`src/rtl/encoder_poll_ctrl.sv`:
```
// encoder_poll_ctrl: AXI4-Lite master that enables the quadrature encoder,
// samples POSITION/STATUS every PERIOD cycles, publishes position/delta/
// direction with a one-cycle strobe, services clear requests and reports
// bus errors and sample overruns.
// Ports:
//   aclk, aresetn            clock, async active-low reset
//   m_aw_*, m_w_*, m_b_*     AXI4-Lite write address/data/response
//   m_ar_*, m_r_*            AXI4-Lite read address/data
//   start                    level, run while high
//   clr_req                  pulse, request a position clear
//   position/delta/direction last published sample
//   sample_valid             one-cycle strobe on publish
//   busy                     FSM not in IDLE
//   err_resp/err_overrun     sticky error flags, cleared by err_clr
module encoder_poll_ctrl #(
  parameter int unsigned PERIOD = 1000,
  parameter logic [31:0] BASE   = 32'h0
) (
  input  logic        aclk,
  input  logic        aresetn,
  output logic [31:0] m_aw_addr,
  output logic        m_aw_valid,
  input  logic        m_aw_ready,
  output logic [31:0] m_w_data,
  output logic [3:0]  m_w_strb,
  output logic        m_w_valid,
  input  logic        m_w_ready,
  input  logic [1:0]  m_b_resp,
  input  logic        m_b_valid,
  output logic        m_b_ready,
  output logic [31:0] m_ar_addr,
  output logic        m_ar_valid,
  input  logic        m_ar_ready,
  input  logic [31:0] m_r_data,
  input  logic [1:0]  m_r_resp,
  input  logic        m_r_valid,
  output logic        m_r_ready,
  input  logic        start,
  input  logic        clr_req,
  output logic [31:0] position,
  output logic [31:0] delta,
  output logic        direction,
  output logic        sample_valid,
  output logic        busy,
  output logic        err_resp,
  output logic        err_overrun,
  input  logic        err_clr
);

  localparam int unsigned   TW          = (PERIOD > 1) ? $clog2(PERIOD) : 1;
  localparam logic [TW-1:0] TICK_AT     = TW'(PERIOD - 1);
  localparam logic [31:0]   OFF_CTRL    = 32'h0;
  localparam logic [31:0]   OFF_STATUS  = 32'h4;
  localparam logic [31:0]   OFF_POS     = 32'h8;
  localparam logic [31:0]   CTRL_OFF    = 32'h0;
  localparam logic [31:0]   CTRL_EN     = 32'h1;
  localparam logic [31:0]   CTRL_CLR_EN = 32'h3;
  localparam logic [1:0]    RESP_OKAY   = 2'b00;

  typedef enum logic [3:0] {
    S_IDLE, S_EN_WR, S_EN_B, S_WAIT, S_RD_POS, S_RD_POS_R, S_RD_ST, S_RD_ST_R,
    S_PUBLISH, S_CLR_WR, S_CLR_B, S_UNCLR_WR, S_UNCLR_B, S_DIS_WR, S_DIS_B
  } state_t;

  state_t        state_q, state_d;
  logic [TW-1:0] timer_q, timer_d;
  logic          force_tick_q, force_tick_d;
  logic          clr_pend_q, clr_pend_d;
  logic [31:0]   prev_pos_q, prev_pos_d;
  logic [31:0]   pos_cap_q, pos_cap_d;
  logic [31:0]   aw_addr_q, aw_addr_d;
  logic          aw_valid_q, aw_valid_d;
  logic [31:0]   w_data_q, w_data_d;
  logic [3:0]    w_strb_q, w_strb_d;
  logic          w_valid_q, w_valid_d;
  logic          b_ready_q, b_ready_d;
  logic [31:0]   ar_addr_q, ar_addr_d;
  logic          ar_valid_q, ar_valid_d;
  logic          r_ready_q, r_ready_d;
  logic [31:0]   position_q, position_d;
  logic [31:0]   delta_q, delta_d;
  logic          direction_q, direction_d;
  logic          sample_valid_q, sample_valid_d;
  logic          busy_q, busy_d;
  logic          err_resp_q, err_resp_d;
  logic          err_overrun_q, err_overrun_d;

  logic          tick, clr_pend_w, wr_done, set_resp, set_ovr;
  logic          start_wr, start_rd;
  logic [31:0]   wr_data, rd_addr;

  // State and output registers
  always_ff @(posedge aclk or negedge aresetn) begin
    if (!aresetn) begin
      state_q        <= S_IDLE;
      timer_q        <= '0;
      force_tick_q   <= 1'b0;
      clr_pend_q     <= 1'b0;
      prev_pos_q     <= '0;
      pos_cap_q      <= '0;
      aw_addr_q      <= '0;
      aw_valid_q     <= 1'b0;
      w_data_q       <= '0;
      w_strb_q       <= '0;
      w_valid_q      <= 1'b0;
      b_ready_q      <= 1'b0;
      ar_addr_q      <= '0;
      ar_valid_q     <= 1'b0;
      r_ready_q      <= 1'b0;
      position_q     <= '0;
      delta_q        <= '0;
      direction_q    <= 1'b0;
      sample_valid_q <= 1'b0;
      busy_q         <= 1'b0;
      err_resp_q     <= 1'b0;
      err_overrun_q  <= 1'b0;
    end else begin
      state_q        <= state_d;
      timer_q        <= timer_d;
      force_tick_q   <= force_tick_d;
      clr_pend_q     <= clr_pend_d;
      prev_pos_q     <= prev_pos_d;
      pos_cap_q      <= pos_cap_d;
      aw_addr_q      <= aw_addr_d;
      aw_valid_q     <= aw_valid_d;
      w_data_q       <= w_data_d;
      w_strb_q       <= w_strb_d;
      w_valid_q      <= w_valid_d;
      b_ready_q      <= b_ready_d;
      ar_addr_q      <= ar_addr_d;
      ar_valid_q     <= ar_valid_d;
      r_ready_q      <= r_ready_d;
      position_q     <= position_d;
      delta_q        <= delta_d;
      direction_q    <= direction_d;
      sample_valid_q <= sample_valid_d;
      busy_q         <= busy_d;
      err_resp_q     <= err_resp_d;
      err_overrun_q  <= err_overrun_d;
    end
  end

  // Next-state, bus sequencing and output logic
  always_comb begin
    state_d        = state_q;
    force_tick_d   = 1'b0;
    prev_pos_d     = prev_pos_q;
    pos_cap_d      = pos_cap_q;
    aw_addr_d      = aw_addr_q;
    aw_valid_d     = aw_valid_q;
    w_data_d       = w_data_q;
    w_strb_d       = w_strb_q;
    w_valid_d      = w_valid_q;
    b_ready_d      = b_ready_q;
    ar_addr_d      = ar_addr_q;
    ar_valid_d     = ar_valid_q;
    r_ready_d      = r_ready_q;
    position_d     = position_q;
    delta_d        = delta_q;
    direction_d    = direction_q;
    sample_valid_d = 1'b0;
    set_resp       = 1'b0;
    start_wr       = 1'b0;
    start_rd       = 1'b0;
    wr_data        = CTRL_OFF;
    rd_addr        = BASE + OFF_POS;

    tick       = (state_q != S_IDLE) && ((timer_q == TICK_AT) || force_tick_q);
    clr_pend_w = clr_pend_q | clr_req;
    clr_pend_d = clr_pend_w;
    // Clear wins over a coincident tick, which is then lost as an overrun
    set_ovr    = tick && ((state_q != S_WAIT) || clr_pend_w);
    timer_d    = ((state_q == S_IDLE) || (timer_q == TICK_AT)) ? '0 : timer_q + TW'(1);

    // Each channel drops independently once its handshake is seen
    if (aw_valid_q && m_aw_ready) aw_valid_d = 1'b0;
    if (w_valid_q && m_w_ready)   w_valid_d  = 1'b0;
    if (ar_valid_q && m_ar_ready) ar_valid_d = 1'b0;
    wr_done = (!aw_valid_q || m_aw_ready) && (!w_valid_q || m_w_ready);

    case (state_q)
      S_IDLE: if (start) begin
        state_d  = S_EN_WR;
        start_wr = 1'b1;
        wr_data  = CTRL_EN;
      end
      S_EN_WR, S_CLR_WR, S_UNCLR_WR, S_DIS_WR: if (wr_done) begin
        b_ready_d = 1'b1;
        case (state_q)
          S_EN_WR:  state_d = S_EN_B;
          S_CLR_WR: state_d = S_CLR_B;
          S_UNCLR_WR: state_d = S_UNCLR_B;
          default:  state_d = S_DIS_B;
        endcase
      end
      S_EN_B, S_CLR_B, S_UNCLR_B, S_DIS_B: if (m_b_valid) begin
        b_ready_d = 1'b0;
        set_resp  = (m_b_resp != RESP_OKAY);
        case (state_q)
          S_EN_B: begin
            state_d      = S_WAIT;
            prev_pos_d   = '0;
            force_tick_d = 1'b1;
          end
          S_CLR_B: begin
            state_d  = S_UNCLR_WR;
            start_wr = 1'b1;
            wr_data  = CTRL_EN;
          end
          S_UNCLR_B: begin
            state_d    = S_WAIT;
            prev_pos_d = '0;
            clr_pend_d = 1'b0;
          end
          default: state_d = S_IDLE;
        endcase
      end
      S_WAIT: begin
        if (clr_pend_w) begin
          state_d  = S_CLR_WR;
          start_wr = 1'b1;
          wr_data  = CTRL_CLR_EN;
        end else if (!start) begin
          state_d  = S_DIS_WR;
          start_wr = 1'b1;
          wr_data  = CTRL_OFF;
        end else if (tick) begin
          state_d  = S_RD_POS;
          start_rd = 1'b1;
          rd_addr  = BASE + OFF_POS;
        end
      end
      S_RD_POS, S_RD_ST: if (m_ar_ready) begin
        r_ready_d = 1'b1;
        state_d   = (state_q == S_RD_POS) ? S_RD_POS_R : S_RD_ST_R;
      end
      S_RD_POS_R: if (m_r_valid) begin
        r_ready_d = 1'b0;
        if (m_r_resp == RESP_OKAY) begin
          pos_cap_d = m_r_data;
          state_d   = S_RD_ST;
          start_rd  = 1'b1;
          rd_addr   = BASE + OFF_STATUS;
        end else begin
          set_resp = 1'b1;
          state_d  = S_WAIT;
        end
      end
      S_RD_ST_R: if (m_r_valid) begin
        r_ready_d = 1'b0;
        if (m_r_resp == RESP_OKAY) begin
          state_d        = S_PUBLISH;
          position_d     = pos_cap_q;
          delta_d        = pos_cap_q - prev_pos_q;
          direction_d    = m_r_data[0];
          prev_pos_d     = pos_cap_q;
          sample_valid_d = 1'b1;
        end else begin
          set_resp = 1'b1;
          state_d  = S_WAIT;
        end
      end
      S_PUBLISH: state_d = S_WAIT;
      default:   state_d = S_IDLE;
    endcase

    if (start_wr) begin
      aw_valid_d = 1'b1;
      w_valid_d  = 1'b1;
      aw_addr_d  = BASE + OFF_CTRL;
      w_data_d   = wr_data;
      w_strb_d   = 4'hF;
    end
    if (start_rd) begin
      ar_valid_d = 1'b1;
      ar_addr_d  = rd_addr;
    end

    // A new error in the same cycle as err_clr keeps the flag set
    err_resp_d    = (err_resp_q & ~err_clr) | set_resp;
    err_overrun_d = (err_overrun_q & ~err_clr) | set_ovr;
    busy_d        = (state_d != S_IDLE);
  end

  assign m_aw_addr    = aw_addr_q;
  assign m_aw_valid   = aw_valid_q;
  assign m_w_data     = w_data_q;
  assign m_w_strb     = w_strb_q;
  assign m_w_valid    = w_valid_q;
  assign m_b_ready    = b_ready_q;
  assign m_ar_addr    = ar_addr_q;
  assign m_ar_valid   = ar_valid_q;
  assign m_r_ready    = r_ready_q;
  assign position     = position_q;
  assign delta        = delta_q;
  assign direction    = direction_q;
  assign sample_valid = sample_valid_q;
  assign busy         = busy_q;
  assign err_resp     = err_resp_q;
  assign err_overrun  = err_overrun_q;

endmodule

```
`config.mk`:
```
export PLATFORM = sky130hd
export DESIGN_NAME = encoder_poll_ctrl
export DESIGN_NICKNAME = d
export VERILOG_FILES = /design/src/rtl/encoder_poll_ctrl.sv
export SDC_FILE = /design/constraint.sdc
export NUM_CORES = 1
export LEC_CHECK = 0
export BUFFER_PORTS_ARGS = -buffer_cell sky130_fd_sc_hd__clkbuf_2
export CAP_MARGIN = 30
export CORE_AREA = 8 8 142 144
export CTS_BUF_LIST = sky130_fd_sc_hd__clkbuf_16
export DETAILED_ROUTE_END_ITERATION = 16
export DIE_AREA = 0 0 150 152
export PLACE_DENSITY = 0.81
export SKIP_CTS_REPAIR_TIMING = 1
export SYNTH_ARGS = -nofsm -noshare
export SYNTH_HDL_FRONTEND = slang
export SYNTH_SLANG_ARGS = --single-unit
```
`constraint.sdc`:
```
create_clock -name aclk -period 4.6 [get_ports aclk]
set_clock_uncertainty 0.05 [all_clocks]
set_input_delay 0.69 -clock aclk [delete_from_list [all_inputs] [get_ports aclk]]
set_output_delay 0.69 -clock aclk [all_outputs]
set_load 0.01 [all_outputs]
```
# Word level (Yosys, flattened, before mapping)
# Index checks and enable logic that the tools add are counted.
[totals] register_bits=219 output_inout_bits=174 input_bits=46
[op_classes] n_mux=64 n_bitwise=6 add_sub_neg=2 eq_ne=23 n_reduce_logical=34
[op_table] operator="32-bit two-way mux" count=4
[op_table] operator="32-bit case mux with 2 select lines" count=1
[op_table] operator="4-bit two-way mux" count=13
[op_table] operator="1-bit two-way mux" count=33
[op_table] operator="4-bit case mux with 8 select lines" count=1
[op_table] operator="32-bit subtractor" count=1
[op_table] operator="4-bit == test, second input constant" count=7
[op_table] operator="4-bit by 3-bit == test with 1-bit output, second input constant" count=4
[op_table] operator="2-bit nonzero test" count=7
[op_table] operator="2-bit != test, second input constant" count=6
[op_table] operator="4-bit case mux with 3 select lines" count=1
[op_table] operator="3-bit AND reduction" count=4
[op_table] operator="10-bit by 1-bit adder with 10-bit output, second input constant" count=1
[op_table] operator="10-bit == test, second input constant" count=1
[op_table] operator="10-bit two-way mux" count=1
[op_table] operator="4-bit by 2-bit == test with 1-bit output, second input constant" count=2
[op_table] operator="1-bit case mux with 2 select lines" count=4
[op_table] operator="4-bit case mux with 2 select lines" count=1
[op_table] operator="4-bit nonzero test" count=2
[op_table] operator="4-bit OR reduction" count=2
[op_table] operator="1-bit logical AND" count=6
[op_table] operator="2-bit case mux with 3 select lines" count=1
[op_table] operator="2-bit OR reduction" count=3
[op_table] operator="1-bit logical OR" count=5
[op_table] operator="13 further kinds" count=18

# Depth between registers and ports, before layout
# Gate-level depths: netlist of run 1.
[logic_depth] ltp_word=8 depth_mapped=11 ltp_nobuf=11

# Worst setup path before layout of run 1
# OpenSTA, ideal clock, no wires.
[synth_path] kind="register to register" from="register prev_pos_q[0]" to="register delta_q[30], in the netlist delta[30]" arrival_ps=2154 setup_time_ps=130 stages_incl_launch_ff=11 required_ps=4420 setup_slack_ps=2266 synth_period_minus_slack_ps=2334 path_cell_list="dfrtp_1 ha_1 fa_1 nor2b_1 o211ai_2 a211oi_2 o31a_2 nor3b_2 o311ai_2 xnor2_1 o21ai_1"
[synth_via] elab_chain_cells=1
[synth_rtl] item="start: declaration" line_no="69" rtl="logic [31:0] prev_pos_q, prev_pos_d;"
[synth_rtl] item="start signal: assignment" line_no="122" rtl="prev_pos_q <= prev_pos_d;"
[synth_rtl] item="32-bit subtractor" line_no="254" rtl="delta_d = pos_cap_q - prev_pos_q;"
[synth_rtl] item="end signal: assignment" line_no="134" rtl="delta_q <= delta_d;"
[synth_rtl] item="end: declaration" line_no="81" rtl="logic [31:0] delta_q, delta_d;"
# No other way between the ends.
# A chain may end at the register's enable or synchronous reset.

# Final worst setup path of run 1
[layout_path] from="register state_q[2]" to="register delta_q[31], in the netlist delta[31]"
[layout_via] elab_chain_cells=2
[layout_rtl] item="start: declaration" line_no="65" rtl="state_t state_q, state_d;"
[layout_rtl] item="start signal: assignment" line_no="118" rtl="state_q <= state_d;"
[layout_rtl] item="4-bit by 3-bit == test with 1-bit output" line_no="181" rtl="case (state_q)"
[layout_rtl] item="3-bit AND reduction (no source line)"
# No other way between the ends.

==> impl_metrics.env, run 1 <==
export IMPL_arrival_ns=3.31
export IMPL_grt_util_all_layers_pct=19.47
export IMPL_globalplace_congestion=0.9235
export IMPL_die_area_um2=22800
export IMPL_root_buffer="clkbuf_16"
export IMPL_via_count=6922
export IMPL_start_kind="flip-flop"
export IMPL_hold_violations=0
export IMPL_grt_pass1_vias=7041
export IMPL_die_x_um=150
export IMPL_syn_area_um2=8825
export IMPL_fin_crit_ns=3.040
export IMPL_port_buffers=127
export IMPL_synth_distinct_cells=72
export IMPL_synth_seq_cells=159
export IMPL_seq_area_frac_synth_pct=45.09
export IMPL_worst_skew_pair_late_latency_ns=0.44
export IMPL_antenna_left=0
export IMPL_cts_buffers=17
export IMPL_wl_per_cell_um=15.70
export IMPL_rsz0062_at_grt="false"
export IMPL_ys_warn_count=0
export IMPL_num_antenna_cells=0
export IMPL_antenna_found_initial=0
export IMPL_wl_mm=21.56
export IMPL_clk_transition_reported_paths_ns=0.06
export IMPL_nets=1212
export IMPL_drt_initial_drc_count=480
export IMPL_final_core_util_pct=55.24
export IMPL_start_util_pct=49.63
export IMPL_crit_path_max_fanout=51
export IMPL_finalSetupViolations=0
export IMPL_slew_limit_headroom_pct=56.74
export IMPL_powerDensity_nw_per_um2=644.6
export IMPL_power_leakage_nw=5.332
export IMPL_irDropWorstVdd_uv=338.2
export IMPL_crit_path_end_kind="flip-flop"
export IMPL_synth_edff_count=0
export IMPL_status="complete, no violations"
export IMPL_setup_tns_ns=0
export IMPL_via_per_inst=5.042
export IMPL_drv_slew=0
export IMPL_avgSynthCellArea_um2=8.584
export IMPL_fmaxAchievable_mhz=328.9
export IMPL_maxCapViolCount=0
export IMPL_drc_errors=0
export IMPL_core_area_um2=17780
export IMPL_grt_overflow_total=0
export IMPL_critPathRequiredTime_ns=4.87
export IMPL_cts_max_level=4
export IMPL_min_path_type="in2async"
export IMPL_cts_tree="yes"
export IMPL_dpl_hpwl_mm=15.92
export IMPL_synthesis_instances=1028
export IMPL_drt_pass1_iterations=5
export IMPL_async_flop_share_pct=100.0
export IMPL_fin_crit_sh_pct=66.09
export IMPL_grt_pass1_wl_mm=35.87
export IMPL_io_pins=220
export IMPL_drive_gt1_share_pct=16.35
export IMPL_num_rows=49
export IMPL_reg2regPathDepth=6
export IMPL_clockBufferDepth=2
export IMPL_criticalPathCategory="reg2reg"
export IMPL_worst_pin_slew_ns=0.6489
export IMPL_synth_main_ff_cell="dfrtp_1"
export IMPL_die_h_um=152
export IMPL_area_growth_pct=11.29
export IMPL_grt_max_degree=102
export IMPL_numClockSinks=159
-- per-stage QoR --
step / hold slack, ns / cells / power, W / setup slack [ns] / cell area, µm²
2_1_floorplan: 0.3444 / 1119 / 0.004187 / 2.266 / 9166
3_3_place_gp: 0.3988 / 1342 / 0.004865 / 1.733 / 9216
3_5_place_dp: 0.4055 / 1342 / 0.004913 / 1.635 / 9216
4_1_cts: 0.3457 / 1372 / 0.006346 / 1.575 / 9793
5_1_grt: 0.2576 / 1373 / 0.006787 / 1.324 / 9821
6_report: 0.2225 / 1373 / 0.006331 / 1.560 / 9821
-- placed cells by master, fill, tap and decap left out, drive strengths merged, types with 11 or more instances in the layout --
cell / count
a21o: 11
a21oi: 38
clkbuf: 143
conb: 92
dfrtp: 159
ha: 32
inv: 45
nand2: 334
nand3: 17
nor2: 38
o21ai: 66
xnor2: 21
xor2: 14
-- path summary, 6_finish.rpt --
kind	startpoint	endpoint	slack, ns
max	state_q[2]	delta[31]	1.56
min	aresetn	pos_cap_q[21]	0.22
min in group aclk	m_r_data[9]	pos_cap_q[9]	0.39
max in group asynchronous	aresetn	position[30]	3.45
max reg2reg	state_q[2]	delta[31]	1.56
min reg2reg	prev_pos_q[13]	prev_pos_q[13]	0.41
-- state kept, by name, summed over array words and instances, names as in the netlist, 2 cells and up --
signal / flops
delta: 32
pos_cap_q: 32
position: 32
prev_pos_q: 32
timer_q: 10
state_q: 4
m_ar_addr: 2
m_w_data: 2
-- cell usage after synthesis (all sizes together) (2+ instances only) --
master   count  area [µm²]
o22ai        4       25.02
o21a         4       30.03
inv         43       163.9
and2         4       25.02
and3         7       43.79
ha          32       400.4
a221oi       5       50.04
nor3b        4       35.03
dfrtp      159        3979
or2          2       12.52
a21o        11       82.58
o21ai       66       334.1
a21boi       2       15.02
a31oi        2       18.77
mux2i        2       20.02
o211ai       4       35.03
or3          4       25.02
a21oi       38       205.2
nand4       10       62.56
nand2b      10       62.56
nand3       17       97.60
clkbuf      17       65.06
nor3         5       40.04
o31ai        6       45.04
xor2        14       122.6
o2111ai      2       17.52
nand2      334        1254
nor4         5       46.29
a22o         2       17.52
nor2b        7       43.79
buf        123       872.1
nor2        38       142.6
xnor2       21       183.9
a211oi       2       20.02
o41ai        2       32.53
-- routing by layer --
metal  track usage (%)  up-vias  share of wire (%)
met4             5.429        0                1.4
met1             24.57     3270                 43
met2             31.18      233                 47
li1                  -     3395                  -
met5                 0        -                  0
met3             6.445       24                8.7
-- worst max-delay path, stage by stage, from the launching register on --
cell	delay [ns]
dfrtp_1	0.63
nor2b_1	0.50
and3_1	0.36
nand3_4	0.39
buf_4	0.44
a22o_1	0.27
a211o_1	0.27
-- kinds of logic (layout without fill, tap and decap cells) --
logic type,after synthesis,in the layout,share of synthesized area [%]
and+or+nand+nor,452,452,21.95
other,1,92,0.04249
DFF,159,159,45.09
buffers and inverters,183,208,12.48
xor gates and xnor gates,35,35,3.474
adders and majority gates,33,33,4.764
muxes,2,2,0.2269
AOI/OAI and AO/OA,163,163,11.98
-- report_power, final --
part | total [W] | leakage, nW | switching, W | internal [W]
Clock | 0.00140 | 0.291 | 0.000563 | 0.000840
Combinational | 0.00285 | 2.92 | 0.00169 | 0.00115
Sequential | 0.00208 | 2.12 | 0.000333 | 0.00175
-- layout make-up --
class / count / area (µm²)
Timing Repair Buffer: 135 / 721.9
Sequential cell: 159 / 3979
Tap cell: 229 / 286.5
Clock buffer: 17 / 425.4
Multi-Input combinational cell: 777 / 4093
Inverter: 43 / 163.9
Fill cell: 1653 / 7959
Clock inverter: 13 / 151.4
Power figures use the tool's default switching activity.
==> run 2, diff against run 1 <==
Settings changed: CORE_AREA 8 8 142 144 to 8 8 144 146, DIE_AREA 0 0 150 152 to 0 0 152 154, PLACE_DENSITY 0.81 to 0.82.
Clock period 4.6 ns to 2.7 ns, I/O delays scaled along.
==> impl_metrics.env, run 2 (synthesized netlist as in run 1, its figures left out) <==
export IMPL_power_leakage_nw=5.393
export IMPL_fmaxAchievable_mhz=400.1
export IMPL_cts_max_level=4
export IMPL_drt_initial_drc_count=439
export IMPL_die_x_um=152
export IMPL_antenna_found_initial=1
export IMPL_wl_per_cell_um=15.93
export IMPL_fillers=1718
export IMPL_status="complete, no violations"
export IMPL_via_count=7069
export IMPL_final_cell_mix="nand2_1, dfrtp_1, clkbuf_2, conb_1, o21ai_0"
export IMPL_holdWs_ns=0.1132
export IMPL_fin_crit_ns=2.500
export IMPL_final_core_util_pct=53.91
export IMPL_core_area_um2=18460
export IMPL_cts_buffers=17
export IMPL_area_growth_pct=12.75
export IMPL_port_buffers=127
export IMPL_grt_util_all_layers_pct=19.08
export IMPL_num_antenna_cells=0
export IMPL_irDropWorstVdd_uv=604.2
export IMPL_start_util_pct=47.82
export IMPL_total_power_w=0.01098
export IMPL_num_rows=50
export IMPL_slew_limit_headroom_pct=63.67
export IMPL_dpl_hpwl_mm=16.66
export IMPL_antenna_left=0
export IMPL_crit_path_end_kind="flip-flop"
export IMPL_globalplace_congestion=0.8926
export IMPL_maxCapViolCount=0
export IMPL_grt_pass1_vias=7166
export IMPL_die_h_um=154
export IMPL_drt_pass1_iterations=5
export IMPL_clk_transition_reported_paths_ns=0.06
export IMPL_fin_crit_sh_pct=92.58
export IMPL_drv_slew=0
export IMPL_grt_pass1_wl_mm=36.56
export IMPL_drive_gt1_share_pct=17.41
export IMPL_worst_pin_slew_ns=0.5391
export IMPL_setup_tns_ns=0
export IMPL_nets=1226
export IMPL_cts_tree="yes"
export IMPL_drc_errors=0
export IMPL_hold_violations=0
export IMPL_clockBufferDepth=2
export IMPL_root_buffer="clkbuf_16"
export IMPL_rsz0062_at_grt="false"
export IMPL_finalSetupViolations=0
export IMPL_io_pins=220
export IMPL_die_area_um2=23410
export IMPL_grt_max_degree=61
export IMPL_powerDensity_nw_per_um2=1103
export IMPL_arrival_ns=2.77
export IMPL_numClockSinks=159
export IMPL_min_path_type="in2reg"
export IMPL_grt_overflow_total=0
export IMPL_via_per_inst=5.071
export IMPL_wl_mm=22.20
export IMPL_worst_skew_pair_late_latency_ns=0.44
export IMPL_final_common_cell="nand2_1"
export IMPL_crit_path_max_fanout=5
export IMPL_criticalPathCategory="reg2reg"
export IMPL_start_kind="flip-flop"
export IMPL_critPathRequiredTime_ns=2.97
run 2: changes by cell type in the layout (fill, tap and decap cells not counted), sizes merged:
cell,change
buf,+13
clkinv,-3
dlygate4sd3,+1
inv,+2
clkinvlp,+3
run 2: worst paths after layout:
path | startpoint | endpoint | slack [ns] | depth (start not counted)
min in group asynchronous | aresetn | pos_cap_q[22] | 0.44 | 2
setup / recovery | pos_cap_q[4] | delta[19] | 0.20 | 9
hold / removal | m_r_data[27] | pos_cap_q[27] | 0.11 | 3
setup reg to reg | pos_cap_q[4] | delta[19] | 0.20 | 9
max in group asynchronous | aresetn | state_q[3] | 1.41 | 3
hold reg to reg | prev_pos_q[3] | prev_pos_q[3] | 0.42 | 2
run 2: final cells by class:
class,instances,area [µm²],share of cell area [%]
Multi-Input combinational cell,777,4095,41.16
Sequential cell,159,3979,39.99
Timing Repair Buffer,149,822.0,8.262
Clock buffer,17,425.4,4.276
Tap cell,234,292.8,2.943
Clock inverter,15,171.4,1.723
Inverter,43,163.9,1.647
run 2: power by group:
part	internal, W	switching [W]
Combinational	0.00203	0.00306
Clock	0.00145	0.00100
Sequential	0.00298	0.000467
Total	0.00645	0.00453
run 2: stage by stage:
step	setup slack, ns	instance area [µm²]	std cells
3_3_place_gp	0.2461	9340	1361
2_1_floorplan	0.3663	9166	1119
4_1_cts	0.1442	9937	1393
6_report	0.2005	9950	1394
5_1_grt	0.02146	9950	1394
3_5_place_dp	0.1504	9340	1361
run 2: critical path: stages, from the launching register on:
cell and delay, ns:
dfrtp_1 0.40, ha_1 0.38, a21oi_2 0.23, nand2_1 0.09, a31oi_2 0.27, o21ai_2 0.13
a21oi_1 0.34, o31ai_1 0.14, xnor2_1 0.25, o21ai_1 0.09
run 2: metal layers:
layer  wire length, µm  vias to the layer above  track usage [%]
met2             10280                      229            29.91
met1              9821                     3396            24.32
met4               257                        2            5.759
li1                  -                     3418                -
met5                 8                        -                0
met3              1831                       24            6.811
==> run 3, diff against run 2 <==
Settings changed: ABC_AREA set to 1, CORE_AREA 8 8 144 146 to 8 8 156 158, DIE_AREA 0 0 152 154 to 0 0 164 166, PLACE_DENSITY 0.82 to 0.76.
==> impl_metrics.env, run 3 <==
export IMPL_synthTopCellsByCount="nand2_1, inv_1, dfrtp_1"
export IMPL_final_cell_mix="nand2_1, inv_1, dfrtp_1, clkbuf_2, conb_1"
export IMPL_syn_area_um2=9617
export IMPL_setup_tns_ns=0
export IMPL_holdPathStages=3
export IMPL_synth_edff_count=0
export IMPL_r2r_end="delta[28]"
export IMPL_synth_distinct_cells=38
export IMPL_antenna_found_initial=0
export IMPL_synth_area_leaders="dfrtp_1, nand2_1, inv_1"
export IMPL_wl_mm=24.92
export IMPL_fmaxAchievable_mhz=454.1
export IMPL_holdWs_ns=0.1098
export IMPL_min_path_type="in2reg"
export IMPL_grt_util_all_layers_pct=18.38
export IMPL_antenna_left=0
export IMPL_placed_cell_area_um2=10150
export IMPL_final_common_cell="nand2_1"
export IMPL_total_power_w=0.01309
export IMPL_num_rows=55
export IMPL_slowest_delay_ns=0.43
export IMPL_synthesis_instances=1312
export IMPL_start_kind="flip-flop"
export IMPL_fin_crit_sh_pct=81.57
export IMPL_worst_skew_pair_late_latency_ns=0.44
export IMPL_grt_max_degree=84
export IMPL_cp_slowest_cell="fa_1"
export IMPL_async_flop_share_pct=100.0
export IMPL_start_util_pct=43.53
export IMPL_path_cells="inv_1 > ha_1 > fa_1 > inv_1 > nand3_1 > nand3_1 > nand3_1 > nand3_1 > nand2_1 > nand2_1 > nand2_1 > nand3_1 > nand2_1"
export IMPL_cts_max_level=4
export IMPL_synthAdderAreaFrac_pct=4.372
export IMPL_synth_compound_area_share_pct=6.883
export IMPL_grt_overflow_total=0
export IMPL_area_growth_pct=11.63
export IMPL_globalplace_congestion=0.8807
export IMPL_fin_crit_ns=2.202
export IMPL_cp_num_buf_inv=2
export IMPL_root_buffer="clkbuf_16"
export IMPL_yosysMostFrequentCell="nand2_1"
export IMPL_io_pins=220
export IMPL_cts_buffers=17
export IMPL_port_buffers=127
export IMPL_dpl_hpwl_mm=19.16
export IMPL_drive_gt1_share_pct=15.07
export IMPL_die_h_um=166
export IMPL_via_count=8017
export IMPL_powerDensity_nw_per_um2=1220
export IMPL_power_leakage_nw=6.416
export IMPL_crit_path_max_fanout=4
export IMPL_crit_family="simple AND/OR/NAND/NOR gates"
export IMPL_drt_pass1_iterations=5
export IMPL_die_area_um2=27220
export IMPL_wl_per_cell_um=14.34
export IMPL_worst_pin_slew_ns=0.6144
export IMPL_die_x_um=164
export IMPL_holdCritStartpoint="m_r_data[24]"
export IMPL_synth_main_ff_cell="dfrtp_1"
export IMPL_hold_violations=0
export IMPL_nets=1519
export IMPL_yosys_area_share_simple_pct=28.91
export IMPL_clk_transition_reported_paths_ns=0.07
export IMPL_slew_limit_headroom_pct=58.98
export IMPL_ys_warn_count=0
export IMPL_yosys_area_top_type="dfrtp_1"
export IMPL_clockBufferDepth=2
export IMPL_regToRegStartpoint="pos_cap_q[0]"
export IMPL_numClockSinks=159
export IMPL_crit_top_cell="nand3_1"
export IMPL_finalSetupViolations=0
export IMPL_status="complete, no violations"
export IMPL_maxCapViolCount=0
export IMPL_synth_seq_cells=159
export IMPL_rsz0062_at_grt="false"
export IMPL_avgSynthCellArea_um2=7.330
export IMPL_critPathRequiredTime_ns=2.98
export IMPL_num_antenna_cells=0
export IMPL_drv_slew=0
export IMPL_reg2regPathDepth=13
export IMPL_instances_no_fill=1738
export IMPL_via_per_inst=4.613
export IMPL_criticalPathCategory="reg2reg"
export IMPL_grt_pass1_wl_mm=39.90
export IMPL_regToRegSetupSlack_ns=0.50
export IMPL_synthMuxAreaShare_pct=0
export IMPL_min_to="pos_cap_q[24]"
export IMPL_seq_area_frac_synth_pct=41.37
export IMPL_core_area_um2=22090
export IMPL_synth_xor_area_share_pct=1.184
export IMPL_irDropWorstVdd_uv=564.2
export IMPL_placed_cells=1705
export IMPL_grt_pass1_vias=7879
export IMPL_design_area_um2=10740
export IMPL_crit_path_end_kind="flip-flop"
export IMPL_drt_initial_drc_count=511
export IMPL_arrival_ns=2.48
export IMPL_synth_top_family_by_area="simple AND/OR/NAND/NOR gates"
export IMPL_cts_tree="yes"
export IMPL_netlist_area_leader_share_pct=41.37
export IMPL_drc_errors=0
==> run 3: cell types whose count changed in the layout (fill, tap and decap cells not counted), sizes merged, moves of 6 or more <==
cell    change
nand3      +43
buf        -13
a21oi      -12
xor2       -11
nand2     +186
nor2b       -7
a21o        -9
o31ai       -6
xnor2      -11
nor2       +42
and3        -7
inv       +162
nand2b     -10
==> run 3: metrics by stage <==
stage	worst slack [ns]	util [%]
after detailed placement	0.5493	45.94
after CTS	0.5184	48.55
final	0.4977	48.60
after global placement	0.6016	45.94
after floorplan	0.8721	-
after global routing	0.3706	48.60
==> run 3: worst max path at each step <==
stage	cells after the start	slack [ns]	endpoint	start
global placement	11	0.60	delta[22]	pos_cap_q[13]
global route	13	0.37	delta[28]	pos_cap_q[0]
floorplan	12	0.87	delta[28]	prev_pos_q[0]
CTS	13	0.52	delta[28]	pos_cap_q[0]
detailed placement	13	0.55	delta[28]	pos_cap_q[0]
finish	13	0.50	delta[28]	pos_cap_q[0]
==> run 3: logic make-up (layout without fill, tap and decap cells) <==
| family | count (synthesis) | after routing |
|---|---|---|
| flip-flops | 159 | 159 |
| other | 1 | 92 |
| adder cells (fa/ha/maj) | 33 | 33 |
| buffers and inverters | 319 | 369 |
| AO/OA/AOI/OAI | 101 | 101 |
| XOR/XNOR | 13 | 13 |
| AND/OR/NAND/NOR | 686 | 686 |
==> run 3: worst reg2reg max path: cells and delay by family, from the launching register on <==
kind / cells / cell delay (ns)
adder cells (fa/ha/maj): 2 / 0.64
buffers and inverters: 2 / 0.18
flip-flops: 1 / 0.35
AND/OR/NAND/NOR: 9 / 0.89
==> run 3: where the power goes <==
part | total [W] | switching (W) | internal, W | leakage, nW
Clock | 0.00241 | 0.00111 | 0.00130 | 0.278
Combinational | 0.00704 | 0.00467 | 0.00236 | 4.02
Sequential | 0.00365 | 0.000543 | 0.00310 | 2.11
Total | 0.0131 | 0.00632 | 0.00677 | 6.42
==> run 3: layout make-up <==
| type | instances | area, µm² |
|---|---|---|
| Clock buffer | 17 | 425.4 |
| Clock inverter | 15 | 151.4 |
| Fill cell | 2260 | 11350 |
| Inverter | 201 | 759.5 |
| Multi-Input combinational cell | 925 | 4327 |
| Sequential cell | 159 | 3979 |
| Tap cell | 285 | 356.6 |
| Timing Repair Buffer | 136 | 737.0 |
==> run 3: layer usage <==
metal	up-vias	share of wire, %	global-route usage, %
li1	4062	-	-
met1	3702	43	22.89
met2	219	48	30.39
met3	34	6.5	4.264
met4	0	2.3	6.841
met5	-	0	0
